**src/rtl/risc16_pkg.sv**
```systemverilog
// Shared RiSC-16 types and constants used by the fetch and decode stages.
package risc16_pkg;

    typedef logic [15:0] word_t;

    localparam word_t NOP_INSTR = 16'h0000;

    typedef enum logic {
        RUN    = 1'b0,
        HALTED = 1'b1
    } fetch_state_t;

    // Opcode field (instr[15:13]) values, shared with decode.
    localparam logic [2:0] OP_ADD  = 3'b000;
    localparam logic [2:0] OP_ADDI = 3'b001;
    localparam logic [2:0] OP_NAND = 3'b010;
    localparam logic [2:0] OP_LUI  = 3'b011;
    localparam logic [2:0] OP_SW   = 3'b100;
    localparam logic [2:0] OP_LW   = 3'b101;
    localparam logic [2:0] OP_BEQ  = 3'b110;
    localparam logic [2:0] OP_JALR = 3'b111;

    function automatic logic [2:0] opcode_of(input word_t instr);
        return instr[15:13];
    endfunction

endpackage

```
**src/rtl/risc16_fetch_stage.sv**
```systemverilog
// RiSC-16 instruction fetch: PC register, IF/ID pipeline register and
// accepted-instruction counter, with redirect/halt/stall control.
//
// Control semantics (sampled on each rising clk edge while in RUN):
//   redirect_valid  - squashes the IF/ID slot and loads redirect_pc; wins
//                     over halt and stall because anything younger is dead.
//   halt            - squashes the IF/ID slot, freezes PC, enters HALTED.
//   stall           - PC, IF/ID and fetch_count hold.
//   none of them    - the word at imem_pc is accepted into IF/ID and the
//                     PC advances by one.
// HALTED ignores every input; only rst_n leaves it.
module risc16_fetch_stage
    import risc16_pkg::*;
#(
    parameter word_t RESET_PC = 16'h0000
) (
    input  logic        clk,
    input  logic        rst_n,
    output logic [15:0] imem_pc,
    input  logic [15:0] imem_instr,
    input  logic        stall,
    input  logic        redirect_valid,
    input  logic [15:0] redirect_pc,
    input  logic        halt,
    output logic        id_valid,
    output logic [15:0] id_instr,
    output logic [15:0] id_pc,
    output logic [15:0] id_pc_plus1,
    output logic        halted,
    output logic [31:0] fetch_count
);

    fetch_state_t state, state_nxt;
    word_t        pc, pc_nxt;
    logic         valid_nxt;
    word_t        instr_nxt, id_pc_nxt, id_pc_plus1_nxt;
    logic [31:0]  count_nxt;

    // State and datapath registers; reset clears everything immediately.
    always_ff @(posedge clk or negedge rst_n) begin
        if (!rst_n) begin
            state       <= RUN;
            pc          <= RESET_PC;
            id_valid    <= 1'b0;
            id_instr    <= NOP_INSTR;
            id_pc       <= 16'h0000;
            id_pc_plus1 <= 16'h0000;
            fetch_count <= 32'd0;
        end else begin
            state       <= state_nxt;
            pc          <= pc_nxt;
            id_valid    <= valid_nxt;
            id_instr    <= instr_nxt;
            id_pc       <= id_pc_nxt;
            id_pc_plus1 <= id_pc_plus1_nxt;
            fetch_count <= count_nxt;
        end
    end

    // Next-state and next-register selection, priority redirect > halt > stall.
    always_comb begin
        state_nxt       = state;
        pc_nxt          = pc;
        valid_nxt       = id_valid;
        instr_nxt       = id_instr;
        id_pc_nxt       = id_pc;
        id_pc_plus1_nxt = id_pc_plus1;
        count_nxt       = fetch_count;
        case (state)
            RUN: begin
                if (redirect_valid) begin
                    pc_nxt    = redirect_pc;
                    valid_nxt = 1'b0;
                    instr_nxt = NOP_INSTR;
                end else if (halt) begin
                    valid_nxt = 1'b0;
                    instr_nxt = NOP_INSTR;
                    state_nxt = HALTED;
                end else if (!stall) begin
                    instr_nxt       = imem_instr;
                    id_pc_nxt       = pc;
                    id_pc_plus1_nxt = pc + 16'd1;
                    valid_nxt       = 1'b1;
                    pc_nxt          = pc + 16'd1;
                    count_nxt       = fetch_count + 32'd1;
                end
            end
            HALTED: begin
                // Frozen until reset.
            end
            default: state_nxt = RUN;
        endcase
    end

    assign imem_pc = pc;
    assign halted  = (state == HALTED);

endmodule

```
**config.mk**
```make
export PLATFORM = sky130hd
export DESIGN_NAME = risc16_fetch_stage
export DESIGN_NICKNAME = d
export VERILOG_FILES = /design/src/rtl/risc16_pkg.sv /design/src/rtl/risc16_fetch_stage.sv
export SDC_FILE = /design/constraint.sdc
export NUM_CORES = 1
export LEC_CHECK = 0
export BUFFER_PORTS_ARGS = -buffer_cell sky130_fd_sc_hd__clkbuf_2
export CAP_MARGIN = 40
export CORE_AREA = 2 2 100 102
export CTS_BUF_LIST = sky130_fd_sc_hd__clkbuf_4
export DETAILED_ROUTE_END_ITERATION = 10
export DIE_AREA = 0 0 102 104
export PLACE_DENSITY = 0.75
export SLEW_MARGIN = 15
export SYNTH_ARGS = -nofsm -noshare
export SYNTH_HDL_FRONTEND = slang
export SYNTH_SLANG_ARGS = --single-unit
```
**constraint.sdc**
```tcl
create_clock -name clk -period 1.45 [get_ports clk]
set_input_delay 0.2175 -clock clk [delete_from_list [all_inputs] [get_ports clk]]
set_output_delay 0.2175 -clock clk [all_outputs]
set_load 0.05 [all_outputs]
```
Yosys cells after proc, flatten, opt, wreduce, memory -nomap -nowiden --
Index checks and enable logic that the tools add are counted.
Word-level totals: output and inout port bits 98, logic and storage cells 31, register bits after elaboration 98
Cells by class: $add $sub $neg 2, bitwise operators 4, reductions and logical operators 3, equality and inequality tests 3, mux-type cells 12
Operator list (count):
- 16-bit 2-to-1 mux | 6
- 32-bit by 1-bit adder with 32-bit output (second input constant) | 1
- 16-bit by 1-bit adder with 16-bit output (second input constant) | 1
- 1-bit 2-to-1 mux | 6
- 1-bit inverter | 4
- 4-bit AND reduction | 1
- 3-bit by 1-bit != test with 1-bit output (second input constant) | 1
- 3-bit AND reduction | 1
- 2-bit by 1-bit != test with 1-bit output (second input constant) | 1
- 2-bit != test (second input constant) | 1
- 2-bit AND reduction | 1

Depth between registers and ports, before layout --
Gate-level depths: netlist of run 1.
word-level depth 4, depth in mapped cells 7, gate-level depth less buffers 5

Worst setup path after synthesis of run 1 --
OpenSTA, ideal clock, no wires.
path kind reg-to-reg, start point register pc[0], in the netlist imem_pc[0], end point register pc[14], in the netlist imem_pc[14], stages on the path, launching flop included 6, slack -0.560 ns, period minus slack after synthesis 2.010 ns, arrival time 1.889 ns, setup time 0.121 ns, cell sequence dfrtp_1 > ha_1 > nand3_1 > nor4_2 > a31oi_1 > o22a_1
On the way: cells in the longest elaborated chain, start to end 4
Ends and longest elaborated chain:
- from (decl) | RTL line risc16_fetch_stage.sv:34 | word_t pc, pc_nxt;
- from (signal assigned) | RTL line risc16_fetch_stage.sv:51 | pc <= pc_nxt;
- 16-bit by 1-bit adder with 16-bit output | RTL line risc16_fetch_stage.sv:84 | pc_nxt = pc + 16'd1;
- 16-bit 2-to-1 mux | RTL line risc16_fetch_stage.sv:79 | end else if (!stall) begin
- 16-bit 2-to-1 mux | RTL line risc16_fetch_stage.sv:75 | end else if (halt) begin
- 16-bit 2-to-1 mux | RTL line risc16_fetch_stage.sv:71 | if (redirect_valid) begin
Every way passes these cells. The select of a mux whose other input is x is not followed. A chain may end at the register's enable or synchronous reset.

Final worst setup path of run 1 --
start point register state, in the netlist halted, end point register fetch_count[16]
On the way: cells in the longest elaborated chain, start to end 2
Ends and longest elaborated chain:
- from (decl) | RTL line risc16_fetch_stage.sv:33 | fetch_state_t state, state_nxt;
- from (signal assigned) | RTL line risc16_fetch_stage.sv:50 | state <= state_nxt;
- 1-bit inverter (no source line)
- 4-bit AND reduction (no source line)
- to (signal assigned) | RTL line risc16_fetch_stage.sv:56 | fetch_count <= count_nxt;
- to (decl) | RTL line risc16_fetch_stage.sv:30 | output logic [31:0] fetch_count
Every way passes these cells.

==> results by stage, run 1 <==
Status:
- The run finished, with violations left.
- The final reports fail on setup timing.

Synth:
- Of the total synthesized cell area, the portion taken by AND, OR, NAND and NOR gates is 21.4%.
- The dominant combinational cell family by area after synthesis is simple AND/OR/NAND/NOR gates.
- Summed over all instances, the cell type with the most area after synthesis is dfrtp_1.
- In this run the biggest area consumer among cell types represents 54.4% of the synthesized area.
- The register area share after synthesis is 54.4%.
- In this run, synthesis inferred 0 flip-flops with an integrated enable.
- The prevailing post-synth register cell is dfrtp_1.
- The register bit total from synthesis is 98.
- Of all flip-flops after synthesis, the portion carrying an async set or reset was 100%.
- The area share of xor/xnor cells in the synthesized design is 8.74%.
- The gate count after technology mapping is 445.
- Dividing the synthesized area by the synthesized cell count gives 10.1 um^2.
- The count of distinct cell types in the synthesized netlist is 44.
- The post-synthesis share of cell area spent on full adders, half adders and majority gates is 0.555%.
- The total of warnings raised by yosys is 0.
- After synthesis, the cell types taking the most area are dfrtp_1, nand2_1, xor2_1.
- The post-synth net total is 484.
- The area of the mapped netlist is 4510 um^2.
- The synthesized netlist devotes 11.3% of its cell area to compound gates.
- The portion of synthesized area spent on multiplexers is 0.222%.

Global route:
- The number of antenna violations at the first check in global routing is 0.
- The number of global-route vias before repair is 4376.
- The total global-route track usage is 26.5%.
- The residual overflow from global routing is 0.
- The global-route wire length before repair is 22.1 mm.
- Entering global routing, the biggest net connects 41 pins.

STA:
- In this run the tightest slew margin relative to its limit is 72.4%.
- The final hold violation count is 0.
- Based on the critical path, the design can be clocked at up to 607 MHz.
- The max-slew violation count came to 0.
- At the pin with the least slew margin, the transition time is 0.412 ns.
- Setup violations remaining at the end of the flow were counted as 70.
- Setup repair after global routing could not meet its margin everywhere.
- Across all setup checks in the final design, the least slack found is -0.198 ns.
- The clock period minus worst slack is 1.65 ns.
- The setup skew after layout is 0.0239 ns.
- The worst path uses 114% of the clock period.

Route:
- The detailed-route vias per instance is 5.55.
- Wires add up to 15.5 mm.
- The routed length per instance is 19.0 um.
- After the first detailed-routing iteration, the DRC count stood at 275.
- The total number of vias is 4513.
- The DRC violation count after routing is 0.
- The detail route stage leaves a number of antenna-violating nets equal to 0.
- The first-pass iteration count of the detailed router is 5.

Clock network:
- The clock passes through at most 2 buffers.
- TritonCTS built the clock tree.
- The clock tree synthesis step divided the H-tree into 3 levels.
- The number of clock sinks is 98.
- TritonCTS created 9 clock buffers.
- The later pin in the worst-skew pair is clocked with a latency of 0.47 ns.
- Clock-pin slew was measured on the worst setup and hold paths at 0.16 ns.
- The tree is rooted in a clkbuf_4.

Hold path:
- The worst hold path startpoint is redirect_pc[13].
- The hold path depth is 3.
- The path class of the lowest-slack min-delay path is in -> reg.
- The terminating pin of the worst hold path is imem_pc[13].

Power and ir drop:
- In this run the power density over the cells is 1050 nW/um^2.
- The total design power is 7.63 mW.
- The peak ir drop on the vdd network is 0.980 mV.
- The total leakage power is 3.62 nW.

Setup path:
- For this design, the slowest cell found on the critical path is dfrtp_2.
- The number of buffers and inverters on the critical path is 2.
- The startpoint of the worst-slack reg-to-reg timing path is halted.
- The worst reg2reg path endpoint is fetch_count[16].
- Grouping stages by cell kind, the critical path spends the most delay in simple AND/OR/NAND/NOR gates.
- Walking the worst path, the cells encountered are nor4_4 -> buf_4 -> nand4_4 -> buf_12 -> nor3_2 -> xor2_1.
- In this run the worst path has a maximum fanout of 16.
- The capturing element type of the critical path is a flop.
- The critical path is of the reg -> reg type.
- The worst register-to-register path has a depth of 6.
- STA puts the critical path data required time at 1.84 ns.
- The largest single stage delay on the critical path is 0.45 ns.
- The cell count along the critical path is 6.
- The kind of start point of the critical path is a flop.
- The worst register-to-register path has a setup slack of -0.20 ns.
- The signal arrival time at the worst endpoint is 2.04 ns.

Place:
- The wire-length estimate of the detail-placed layout is 8.81 mm.
- At the end of routability-driven placement, the weighted congestion stood at 0.889.
- Input and output buffers added on the ports amount to 134.

Floorplan:
- The initial core utilization is 47.2%.
- 135 I/O pins were placed.
- The die extent in y is 104 um.
- The placeable core region is 9550 um^2.
- The width of the die is 102 um.
- The initialized floorplan defines 36 standard-cell rows.
- The die covers 10600 um^2.

Layout:
- In the final layout, the share of cells above drive strength 1 is 49.9%.
- For this run, the post-layout net count is 714.
- The area added between synthesis and finish is 61.5%.
- Once layout is complete, the utilization of the core stands at 76.3%.
- The count of antenna diodes in the layout is 0.
- The fill cell total of the finished layout is 588.

Run:
- The max-cap violation count is 0.
==> flip-flops by register name, summed over array words and instances, names as in the netlist <==
| register | count |
|---|---|
| id_instr | 16 |
| halted | 1 |
| id_valid | 1 |
| id_pc | 16 |
| fetch_count | 32 |
| imem_pc | 16 |
| id_pc_plus1 | 16 |
==> synth_stat cells (all sizes together), types with 2 or more instances <==
cell type and count:
a21o 2, a21oi 8, a22o 16, a22oi 2
a2bb2oi 2, a31oi 3, and2 4, and3 5
and4 5, buf 5, clkbuf 22, dfrtp 98
ha 2, inv 7, nand2 83, nand3 17
nand3b 2, nand4 15, nor2 20, nor3 16
nor3b 3, nor4 14, o21a 2, o21ai 31
o22a 2, o2bb2ai 4, or3 2, xnor2 22
xor2 23
==> worst max path at each step <==
stage / from / endpoint / slack (ns)
final: halted / fetch_count[16] / -0.20
after global routing: halted / fetch_count[25] / -0.26
after CTS: halted / fetch_count[19] / -0.14
after detailed placement: redirect_valid / fetch_count[29] / -0.23
after global placement: redirect_valid / fetch_count[31] / -0.16
after floorplan: imem_pc[4] / id_pc_plus1[15] / -0.24
==> tightest hold or removal path, stage by stage <==
cell      delay, ns
clkbuf_2       0.08
nand3_1        0.07
nand4_1        0.09
==> report_power, final <==
part,total [mW],internal (mW),switching (mW)
sequential,3.24,3.02,0.226
clock,1.48,0.576,0.907
combinational,2.91,1.14,1.77
==> routing by layer <==
layer | vias to the layer above | wire, um | global-route usage, % | part of all wire [%]
li1 | 2008 | - | - | -
met4 | 0 | 423 | 8.38 | 2.7
met1 | 2235 | 6010 | 34.4 | 39
met5 | - | 0 | 0 | 0
met2 | 227 | 7930 | 43.6 | 51
met3 | 43 | 1120 | 6.52 | 7.3
==> through the flow <==
step	instances	hold WS, ns	setup WS (ns)	TNS (ns)	instance area, um^2
floorplan	445	-0.0781	-0.240	-12.69	4750
finish	813	0.0329	-0.198	-6.76	7280
detailed placement	749	0.173	-0.228	-7.93	5950
global route	813	0.0103	-0.255	-10.79	7280
CTS	792	0.0344	-0.138	-2.93	6850
global placement	749	0.165	-0.163	-6.17	5950
==> kinds of logic (layout without fill, tap and decap cells) <==
kind of cell / after synthesis / count (layout)
and+or+nand+nor: 187 / 187
DFF: 98 / 98
AOI/OAI and AO/OA: 77 / 77
xor gates and xnor gates: 45 / 45
buffers and inverters: 35 / 270
adders and majority gates: 2 / 2
muxes: 1 / 1
==> layout make-up <==
type / instances / area, um^2 / share of cell area (%)
Sequential cell: 98 / 2510 / 34.4
Multi-Input combinational cell: 312 / 2240 / 30.8
Clock inverter: 4 / 43.8 / 0.601
Tap cell: 133 / 166 / 2.28
Inverter: 8 / 30.0 / 0.412
Clock buffer: 12 / 90.1 / 1.24
Timing Repair Buffer: 246 / 2210 / 30.3
==> timing repair <==
item / CTS / global route
gates resized for setup: 108 / 89
setup endpoints to repair: 122 / 120
gates cloned: 0 / 2
buffers inserted: 11 / 19
hold endpoints to repair: 57 / 0
pin swaps: 11 / 16
hold buffers: 17 / 0
==> cells in the final DEF, fill, tap and decap left out, drive strengths merged, types with 2 or more instances in the layout <==
master,instances
dlygate4sd3,17
xnor2,22
o21a,2
nor4,14
xor2,23
and2,4
dfrtp,98
a31oi,3
a21o,2
nor3,16
a22o,16
nand2,83
a2bb2oi,2
nor3b,3
clkbuf,121
inv,7
clkinv,4
o2bb2ai,4
a21oi,8
or3,2
nand4,15
nor2,20
and4,5
buf,120
and3,5
o21ai,31
nand3b,2
a22oi,2
ha,2
o22a,2
nand3,17
Note: power is estimated with default switching activity, not from simulation.
==> inputs of run 2 (changes only) <==
--- a/config.mk
+++ b/config.mk
@@ -12,6 +12,7 @@
 export DETAILED_ROUTE_END_ITERATION = 10
 export DIE_AREA = 0 0 102 104
 export PLACE_DENSITY = 0.75
+export SKIP_LAST_GASP = 1
 export SLEW_MARGIN = 15
 export SYNTH_ARGS = -nofsm -noshare
 export SYNTH_HDL_FRONTEND = slang
==> results by stage, run 2 (synthesized netlist as in run 1, its figures left out) <==
Clock network:
- The clock slew at the register clock pins of the worst setup and hold paths is 0.15 ns.
- The insertion delay to the later sink of the worst-skew pair is 0.48 ns.
- The number of clock buffers added by TritonCTS is 9.
- TritonCTS built the clock tree.
- The clock drives 98 sinks.
- The H-tree was split into 3 levels.
- The clock root buffer is clkbuf_4.
- No sink is reached through more buffers than the 2 on the longest clock path.

Floorplan:
- The die extent in y is 104 um.
- The region available for standard cell placement spans 9550 um^2.
- The overall die area is 10600 um^2.
- 135 I/O pins were placed.
- The initialized floorplan defines 36 standard-cell rows.
- The floorplan step set the die width to 102 um.
- Once the floorplan was initialized, standard cells occupied 47.2% of the core.

Layout:
- The top cell types in the final layout, fill and taps aside, are clkbuf_2, nand2_1, buf_4.
- After the flow finishes, the layout carries non-filler instances totaling 828.
- In the final layout, the share of cells above drive strength 1 is 53.2%.
- The flip-flop count of the largest register after layout is 32.
- The most common cell after layout, fill and taps aside is clkbuf_2.
- The area added between synthesis and finish is 67.3%.
- The final design instance area without fill is 7550 um^2.
- 0 antenna diodes ended up in the layout.
- More flip-flops sit in one register than any other, and that register is fetch_count.
- The net total in the final layout is 729.
- The fill cell total of the finished layout is 528.
- The fraction of the core area covered by cells at the end of the flow is 79.0%.

Setup path:
- The kind of start point of the critical path is a flop.
- The capturing element type of the critical path is a flop.
- The largest fanout on the critical path is 16.
- At the worst endpoint, the arrival time is 2.13 ns.
- The critical setup path kind is reg -> reg.
- At the worst endpoint, the required time is 1.84 ns.

Place:
- The last weighted congestion value of the routability-driven placer is 0.889.
- The HPWL reported at the end of detailed placement is 8.81 mm.
- The worst setup slack before clock tree synthesis is -0.228 ns.
- The cell total after placement is 749.
- The count of input and output buffers is 134.
- The instance area at placement is 5950 um^2.

Route:
- The detail route stage leaves a number of antenna-violating nets equal to 0.
- After detailed routing, the number of remaining DRC violations is 0.
- For this block, the initial DRC count from the detailed router was 285.
- The routed design has 17.3 mm of wire.
- The first-pass iteration count of the detailed router is 5.
- After detailed routing, the number of vias per cell comes to 5.82.
- The total number of vias is 4819.
- The routed length per instance is 20.9 um.

STA:
- Between clock sinks in the finished design, the worst skew comes to 0.0339 ns.
- The worst-case setup margin in the final layout is -0.296 ns.
- For the pin with the worst max-slew slack, the measured transition is 0.476 ns.
- The final hold violation count is 0.
- The highest achievable clock rate is 573 MHz.
- Dividing the final minimum period by the clock period gives 120%.
- Setup repair after global routing could not meet its margin everywhere.
- Measured against its own limit, the worst slew margin works out to 68.2%.
- The clock period minus worst slack is 1.75 ns.
- The number of setup violations in the final report is 89.
- The max-slew violation count was 0.

Power and ir drop:
- Dividing total power by cell area gives a power density of 1030 nW/um^2.
- The total leakage power is 3.77 nW.
- The peak ir drop on the vdd network is 0.953 mV.
- The total design power is 7.74 mW.

Status:
- The final reports fail on setup timing.
- The run finished, with violations left.

Global route:
- The global-route wire length before repair is 22.0 mm.
- Entering global routing, the biggest net connects 41 pins.
- The number of global-route vias before repair is 4367.
- The residual overflow from global routing is 0.
- Global routing used 26.4% of the available tracks across all layers.
- The number of antenna violations at the first check in global routing is 0.

Run:
- The max-cap violation count is 0.

Hold path:
- The path class of the lowest-slack min-delay path is in -> reg.
-- run 2: where the power goes --
part,internal (mW),switching (mW)
sequential,3.02,0.232
combinational,1.15,1.83
clock,0.576,0.937
-- run 2: cell type report --
class                           count  area (um^2)  area share (%)
Sequential cell                    98         2510            33.2
Timing Repair Buffer              260         2380            31.5
Clock inverter                      4         43.8           0.580
Multi-Input combinational cell    313         2330            30.9
Inverter                            8         30.0           0.398
Tap cell                          133          166            2.21
Clock buffer                       12         90.1            1.19
-- run 2: stage by stage --
step | hold WS [ns] | TNS [ns]
CTS | 0.0344 | -3.03
floorplan | -0.0781 | -12.69
finish | 0.0319 | -10.06
global placement | 0.165 | -6.17
detailed placement | 0.173 | -7.93
global route | 0.0436 | -14.63
-- run 2: metal layers --
metal	wire length, um	track usage, %
met2	8790	43.1
met3	1310	6.38
met1	6470	34.4
met4	714	8.48
met5	0	0
-- run 2: worst paths after layout --
kind | to | from | cells after the start | slack (ns)
max in group asynchronous | imem_pc[0] | rst_n | 3 | 0.65
worst max-delay path | fetch_count[15] | halted | 6 | -0.30
worst min register to register | fetch_count[31] | fetch_count[31] | 1 | 0.49
worst max register to register | fetch_count[15] | halted | 6 | -0.30
min in group asynchronous | fetch_count[27] | rst_n | 2 | 0.19
worst min-delay path | imem_pc[13] | redirect_pc[13] | 3 | 0.03
-- run 2: critical path, cell delays in order, from the launching register on --
cell and delay (ns):
dfrtp_2 0.46, nor4_4 0.17, buf_4 0.20, nand4_4 0.08, buf_12 0.17, nor3_1 0.41
xor2_1 0.19
-- run 2: timing repair --
item / in CTS / in global routing
setup endpoints to repair: 122 / 118
hold endpoints to repair: 57 / 0
cloned: 0 / 8
setup buffers: 11 / 28
pin swaps: 6 / 22
hold buffers: 17 / 0
gates resized for setup: 103 / 120
